$ cat config.mk
export PLATFORM = sky130hd
export DESIGN_NAME = slc3_control_fsm
export DESIGN_NICKNAME = d
export VERILOG_FILES = /design/src/rtl/slc3_pkg.sv /design/src/rtl/slc3_mem_wait_ctr.sv /design/src/rtl/slc3_control_fsm.sv
export SDC_FILE = /design/constraint.sdc
export NUM_CORES = 1
export LEC_CHECK = 0
export ABC_AREA = 1
export BUFFER_PORTS_ARGS = -buffer_cell sky130_fd_sc_hd__buf_2
export CORE_UTILIZATION = 30
export CTS_BUF_LIST = sky130_fd_sc_hd__clkbuf_8
export DETAILED_ROUTE_END_ITERATION = 16
export PLACE_DENSITY_LB_ADDON = 0.1
export SKIP_CTS_REPAIR_TIMING = 1
export SLEW_MARGIN = 20
export SYNTH_ARGS = -nofsm -noshare
export SYNTH_HDL_FRONTEND = slang
export SYNTH_HIERARCHICAL = 1
export SYNTH_SLANG_ARGS = --single-unit
$ cat constraint.sdc
create_clock -name Clk -period 1.8 [get_ports Clk]
set_input_delay 0.09 -clock Clk [delete_from_list [all_inputs] [get_ports Clk]]
set_output_delay 0.09 -clock Clk [all_outputs]
set_load 0.02 [all_outputs]
$ cat src/rtl/slc3_pkg.sv
// Shared SLC-3 control definitions: sequencer states, opcodes and datapath select encodings.
package slc3_pkg;

  typedef enum logic [4:0] {
    S_HALTED, S_FETCH1, S_FETCH2, S_FETCH3, S_DECODE,
    S_ADD, S_AND, S_NOT, S_BR, S_BR_TAKE, S_JMP,
    S_JSR1, S_JSR2, S_LDR1, S_LDR2, S_LDR3,
    S_STR1, S_STR2, S_STR3, S_PAUSE1, S_PAUSE2
  } state_t;

  localparam logic [3:0] OP_BR    = 4'b0000;
  localparam logic [3:0] OP_ADD   = 4'b0001;
  localparam logic [3:0] OP_JSR   = 4'b0100;
  localparam logic [3:0] OP_AND   = 4'b0101;
  localparam logic [3:0] OP_LDR   = 4'b0110;
  localparam logic [3:0] OP_STR   = 4'b0111;
  localparam logic [3:0] OP_NOT   = 4'b1001;
  localparam logic [3:0] OP_JMP   = 4'b1100;
  localparam logic [3:0] OP_PAUSE = 4'b1101;

  localparam logic [1:0] ALUK_ADD  = 2'd0;
  localparam logic [1:0] ALUK_AND  = 2'd1;
  localparam logic [1:0] ALUK_NOT  = 2'd2;
  localparam logic [1:0] ALUK_PASS = 2'd3;

  localparam logic [1:0] PCMUX_INC   = 2'd0;
  localparam logic [1:0] PCMUX_BUS   = 2'd1;
  localparam logic [1:0] PCMUX_ADDER = 2'd2;

  localparam logic [1:0] ADDR2_ZERO  = 2'd0;
  localparam logic [1:0] ADDR2_OFF6  = 2'd1;
  localparam logic [1:0] ADDR2_OFF9  = 2'd2;
  localparam logic [1:0] ADDR2_OFF11 = 2'd3;

  // States that hold a memory strobe for MEM_WAIT cycles.
  function automatic logic is_wait_state(input state_t s);
    return (s == S_FETCH2) || (s == S_LDR2) || (s == S_STR3);
  endfunction

endpackage

$ cat src/rtl/slc3_mem_wait_ctr.sv
// Memory wait-state counter: cleared by start, done once MEM_WAIT-1 is reached.
module slc3_mem_wait_ctr #(
  parameter int unsigned MEM_WAIT = 3
) (
  input  logic Clk,
  input  logic Reset_n,
  input  logic start,
  output logic done
);

  localparam int unsigned CW = (MEM_WAIT > 1) ? $clog2(MEM_WAIT) : 1;
  localparam logic [CW-1:0] LAST = CW'(MEM_WAIT - 1);

  logic [CW-1:0] count;

  always_ff @(posedge Clk or negedge Reset_n) begin
    if (!Reset_n)           count <= '0;
    else if (start)         count <= '0;
    else if (count != LAST) count <= count + CW'(1);
  end

  assign done = (count == LAST);

endmodule

$ cat src/rtl/slc3_control_fsm.sv
// SLC-3 fetch/decode/execute sequencer driving datapath load enables, gates, selects and memory strobes.
module slc3_control_fsm
  import slc3_pkg::*;
#(
  parameter int unsigned MEM_WAIT = 3
) (
  input  logic       Clk,
  input  logic       Reset_n,
  input  logic       Run,
  input  logic       Continue,
  input  logic [3:0] Opcode,
  input  logic       IR_5,
  input  logic       IR_11,
  input  logic       BEN,
  output logic       LD_MAR,
  output logic       LD_MDR,
  output logic       LD_IR,
  output logic       LD_BEN,
  output logic       LD_CC,
  output logic       LD_REG,
  output logic       LD_PC,
  output logic       LD_LED,
  output logic       GatePC,
  output logic       GateMDR,
  output logic       GateALU,
  output logic       GateMARMUX,
  output logic [1:0] PCMUX,
  output logic       DRMUX,
  output logic       SR1MUX,
  output logic       SR2MUX,
  output logic       ADDR1MUX,
  output logic [1:0] ADDR2MUX,
  output logic [1:0] ALUK,
  output logic       Mem_OE,
  output logic       Mem_WE
);

  state_t state, state_next;
  logic   wait_start, wait_done;

  // Counter restarts only on a fresh entry into a wait state.
  assign wait_start = is_wait_state(state_next) && (state_next != state);

  slc3_mem_wait_ctr #(.MEM_WAIT(MEM_WAIT)) u_wait_ctr (
    .Clk    (Clk),
    .Reset_n(Reset_n),
    .start  (wait_start),
    .done   (wait_done)
  );

  always_ff @(posedge Clk or negedge Reset_n) begin
    if (!Reset_n) state <= S_HALTED;
    else          state <= state_next;
  end

  always_comb begin
    state_next = state;
    unique case (state)
      S_HALTED:  if (Run) state_next = S_FETCH1;
      S_FETCH1:  state_next = S_FETCH2;
      S_FETCH2:  if (wait_done) state_next = S_FETCH3;
      S_FETCH3:  state_next = S_DECODE;
      S_DECODE: begin
        case (Opcode)
          OP_ADD:   state_next = S_ADD;
          OP_AND:   state_next = S_AND;
          OP_NOT:   state_next = S_NOT;
          OP_BR:    state_next = S_BR;
          OP_JMP:   state_next = S_JMP;
          OP_JSR:   state_next = S_JSR1;
          OP_LDR:   state_next = S_LDR1;
          OP_STR:   state_next = S_STR1;
          OP_PAUSE: state_next = S_PAUSE1;
          default:  state_next = S_FETCH1;
        endcase
      end
      S_BR:      state_next = BEN ? S_BR_TAKE : S_FETCH1;
      S_JSR1:    state_next = S_JSR2;
      S_LDR1:    state_next = S_LDR2;
      S_LDR2:    if (wait_done) state_next = S_LDR3;
      S_STR1:    state_next = S_STR2;
      S_STR2:    state_next = S_STR3;
      S_STR3:    if (wait_done) state_next = S_FETCH1;
      S_PAUSE1:  if (Continue) state_next = S_PAUSE2;
      S_PAUSE2:  if (!Continue) state_next = S_FETCH1;
      default:   state_next = S_FETCH1;
    endcase
  end

  always_comb begin
    LD_MAR = 1'b0; LD_MDR = 1'b0; LD_IR = 1'b0; LD_BEN = 1'b0;
    LD_CC = 1'b0; LD_REG = 1'b0; LD_PC = 1'b0; LD_LED = 1'b0;
    GatePC = 1'b0; GateMDR = 1'b0; GateALU = 1'b0; GateMARMUX = 1'b0;
    PCMUX = PCMUX_INC; DRMUX = 1'b0; SR1MUX = 1'b0; SR2MUX = 1'b0;
    ADDR1MUX = 1'b0; ADDR2MUX = ADDR2_ZERO; ALUK = ALUK_ADD;
    Mem_OE = 1'b0; Mem_WE = 1'b0;
    unique case (state)
      S_FETCH1: begin GatePC = 1'b1; LD_MAR = 1'b1; PCMUX = PCMUX_INC; LD_PC = 1'b1; end
      S_FETCH2, S_LDR2: begin Mem_OE = 1'b1; LD_MDR = wait_done; end
      S_FETCH3: begin GateMDR = 1'b1; LD_IR = 1'b1; end
      S_DECODE: LD_BEN = 1'b1;
      S_ADD, S_AND, S_NOT: begin
        GateALU = 1'b1; LD_REG = 1'b1; LD_CC = 1'b1; SR2MUX = IR_5;
        ALUK = (state == S_ADD) ? ALUK_ADD : (state == S_AND) ? ALUK_AND : ALUK_NOT;
      end
      S_BR_TAKE: begin ADDR1MUX = 1'b0; ADDR2MUX = ADDR2_OFF9; PCMUX = PCMUX_ADDER; LD_PC = 1'b1; end
      S_JMP:  begin ALUK = ALUK_PASS; PCMUX = PCMUX_BUS; GateALU = 1'b1; LD_PC = 1'b1; end
      S_JSR1: begin GatePC = 1'b1; DRMUX = 1'b1; LD_REG = 1'b1; end
      S_JSR2: begin
        LD_PC = 1'b1;
        if (IR_11) begin ADDR2MUX = ADDR2_OFF11; PCMUX = PCMUX_ADDER; end
        else       begin ALUK = ALUK_PASS; GateALU = 1'b1; PCMUX = PCMUX_BUS; end
      end
      S_LDR1, S_STR1: begin ADDR1MUX = 1'b1; ADDR2MUX = ADDR2_OFF6; GateMARMUX = 1'b1; LD_MAR = 1'b1; end
      S_LDR3: begin GateMDR = 1'b1; LD_REG = 1'b1; LD_CC = 1'b1; end
      S_STR2: begin SR1MUX = 1'b0; ALUK = ALUK_PASS; GateALU = 1'b1; LD_MDR = 1'b1; end
      S_STR3: Mem_WE = 1'b1;
      S_PAUSE1: LD_LED = 1'b1;
      default: ;
    endcase
  end

endmodule

==> results by group <==
Outcome
  – Status: finished with violations
  – Failing checks: setup timing

Power and ir drop
  – Pwr dens: 1322 nW/µm²
  – Internal power: 1.135 mW
  – Leakage Power: 1.002 nW
  – Clk network pwr share: 9.2%
  – Worst VDD drop: 0.7606 mV
  – Psw: 1.159 mW
  – Switch share: 50.52%
  – Sequential fraction of design power: 14.6%
  – Combinational share of power: 76.2%

Die
  – Die Span Y: 61.12 µm
  – FP Rows: 21
  – Core Footprint: 3337 µm²
  – Chip width: 61.12 µm
  – Initial core utilization: 31.42%
  – Die area: 3736 µm²
  – I/O Pins: 35

Timing
  – RSZ-0062 raised after global routing: yes
  – Final worst path period share: 105.5%
  – Setup violators final: 3
  – Final clock skew: 0.001581 ns
  – Fmax: 526.8 MHz
  – Min cycle time layout: 1.898 ns
  – Hold Fails Final Rpt: 0
  – Setup slack after layout: -0.09841 ns
  – Max-slew violation count: 0

Placed design
  – DP HPWL: 2.742 mm
  – Pre-CTS setup slack: -0.1965 ns
  – Cell Area, Placed: 1484 µm²
  – Port Buffers: 33
  – Routability cong.: 0.8363

Final layout
  – Final net count: 273
  – Antenna fix cells: 0
  – Layout cell share with drive strength beyond 1: 48.83%
  – Area Growth Syn to Fin: 65.51%
  – Final Cell Area: 1735 µm²
  – Filler Cells Inserted: 352

CTS
  – Clock root buffer: clkbuf_8
  – Num CTS Buffers: 3
  – CTS Buffer Depth: 2
  – Clock transition at path regs: 0.04 ns
  – TritonCTS clock tree: built
  – H-tree Lvls: 1
  – CTS Sinks: 7
  – Clk_lat worst skew: 0.22 ns

Route
  – Via/cell ratio: 4.659
  – Routed WL: 3.426 mm
  – Initial DRC count: 31
  – # DRC: 0
  – Post-route ant nets: 0
  – WL/cell: 11.34 µm
  – Vias: 1407
  – 1st-pass router iterations: 4

Synthesis
  – Commonest cells post-synth: nand2_1 (42), nand3_1 (33), inv_1 (26), nor2_1 (20)
  – Post-synth cell types: 22
  – Top area cells in the synthesized netlist: dfrtp_1 (17%), nand3_1 (16%), nand2_1 (15%), inv_1 (9.3%), nor2_1 (7.2%)
  – Mapped Cells: 182
  – Post-synth EDFFs: 0
  – Most frequent cell after synthesis: nand2_1
  – Fraction of synthesized cell area in xor and xnor cells: 0%
  – Synthesized area per cell: 5.761 µm²
  – FFs w/ async S/R, synth: 100.0%
  – Sequential area share after synthesis: 16.71%
  – Simple logic cell fraction of the synthesized area: 57.04%
  – Synth Area in Adders: 5.967%
  – Yosys synthesis warning count: 6
  – Mapped Nets: 198
  – Main combinational cell family by area after synthesis: simple AND/OR/NAND/NOR gates
  – Leading area contributor after synthesis: dfrtp_1
  – Multiplexer area fraction after synthesis: 0%
  – Post-synthesis compound-gate area fraction: 6.802%
  – Synth top area share: 16.71%
  – Post-synthesis cell area: 1049 µm²
  – #FFs+latches synth: 7
  – Ys flop type: dfrtp_1

GRT
  – Largest net degree at the start of global routing: 12
  – Total track usage: 18.63%
  – Initial antenna violation count: 0
  – First-pass GRT wire length: 5.250 mm
  – Vias in the first global route: 1262
  – Total gr overflow: 0

Setup path
  – WS Path Type: register to register
  – WP buf/inv: 2
  – CP Cell Sequence: buf_4 > nand3_2 > nor2_4 > nor2_2 > nand2_2 > nor2_2 > nand2_2 > o21ai_2 > nand3b_1 > nor2_1 > inv_2 > nand3_2 > nand2_1
  – Crit path max-delay family: simple AND/OR/NAND/NOR gates
  – WP data required: 1.91 ns
  – WP data arrival: 2.01 ns
  – CP Capture Type: register
  – Crit-path max FO: 5
  – Worst Setup Start Kind: register
  – Critical-path top delay cell: dfrtp_2
  – CP max stage delay: 0.46 ns

Flow run
  – Maxcap violations: 0

Worst hold path
  – Worst Hold Class: input port to asynchronous set/reset pin
==> power groups by stage <==
stage | clock (mW) | combinational [mW] | sequential [mW]
global placement | 0 | 1.46 | 0.323
finish | 0.212 | 1.75 | 0.335
global route | 0.234 | 1.91 | 0.340
CTS | 0.220 | 1.49 | 0.325
detailed placement | 0 | 1.49 | 0.326
floorplan | 0 | 0.932 | 0.297
==> per-stage QoR <==
stage	util [%]	TNS, ns	hold WS [ns]	total power, mW	instances
after floorplan	-	0	-0.2056	1.229	182
after global placement	44.47	-0.3203	-0.06758	1.788	287
after detailed placement	44.47	-0.3861	-0.06604	1.813	287
after CTS	45.82	-1.108	-0.3034	2.039	291
after global routing	52.01	-0.7023	0.2419	2.482	302
final	52.01	-0.1968	0.2231	2.295	302
==> area by class of cell <==
| cell class | instances | area [µm²] | area share (%) |
|---|---|---|---|
| clock buffer | 3 | 41.29 | 2.379 |
| clock inverter | 1 | 3.754 | 0.2163 |
| inverter | 30 | 112.6 | 6.489 |
| multi-input combinational | 141 | 830.8 | 47.87 |
| sequential | 7 | 180.2 | 10.38 |
| tap | 46 | 57.56 | 3.317 |
| timing repair buffer | 74 | 509.2 | 29.34 |
==> final timing paths <==
check	from	endpoint	slack (ns)	cells after the start
setup / recovery	state[3]	u_wait_ctr/count[0]	-0.1	13
hold / removal	Reset_n	state[4]	0.22	2
setup reg to reg	state[3]	u_wait_ctr/count[0]	-0.1	13
hold reg to reg	u_wait_ctr/count[1]	u_wait_ctr/count[1]	0.53	2
max in group asynchronous	Reset_n	state[1]	1.40	2
min in group Clk	BEN	state[3]	0.35	6
==> state kept, by name (all words and copies together), names as in the netlist <==
name and flops:
u_wait_ctr/count 2, state 5
==> placed cells by master, fill, tap and decap left out, types with 5 or more instances in the layout <==
| cell | count |
|---|---|
| inv_1 | 22 |
| nor2_1 | 13 |
| nand3_2 | 8 |
| buf_4 | 40 |
| ha_1 | 5 |
| buf_2 | 29 |
| nor2_2 | 7 |
| inv_2 | 9 |
| nand2_2 | 6 |
| nand4_1 | 7 |
| nand2_1 | 40 |
| nor2_4 | 10 |
| nand3_1 | 26 |
==> kinds of logic after synthesis <==
| kind of cell | Yosys count |
|---|---|
| adder cells (fa/ha/maj) | 5 |
| AND/OR/NAND/NOR | 121 |
| AO/OA/AOI/OAI | 14 |
| flip-flops | 7 |
| other | 1 |
| buffers and inverters | 34 |
==> layer usage <==
layer / vias up / global-route usage [%] / wire length (µm)
li1: 737 / - / -
met1: 625 / 23.07 / 1499
met2: 39 / 33.39 / 1725
met3: 6 / 1.261 / 141
met4: 0 / 7.468 / 59
met5: - / 0 / 0
(Power assumes the default switching activity.)
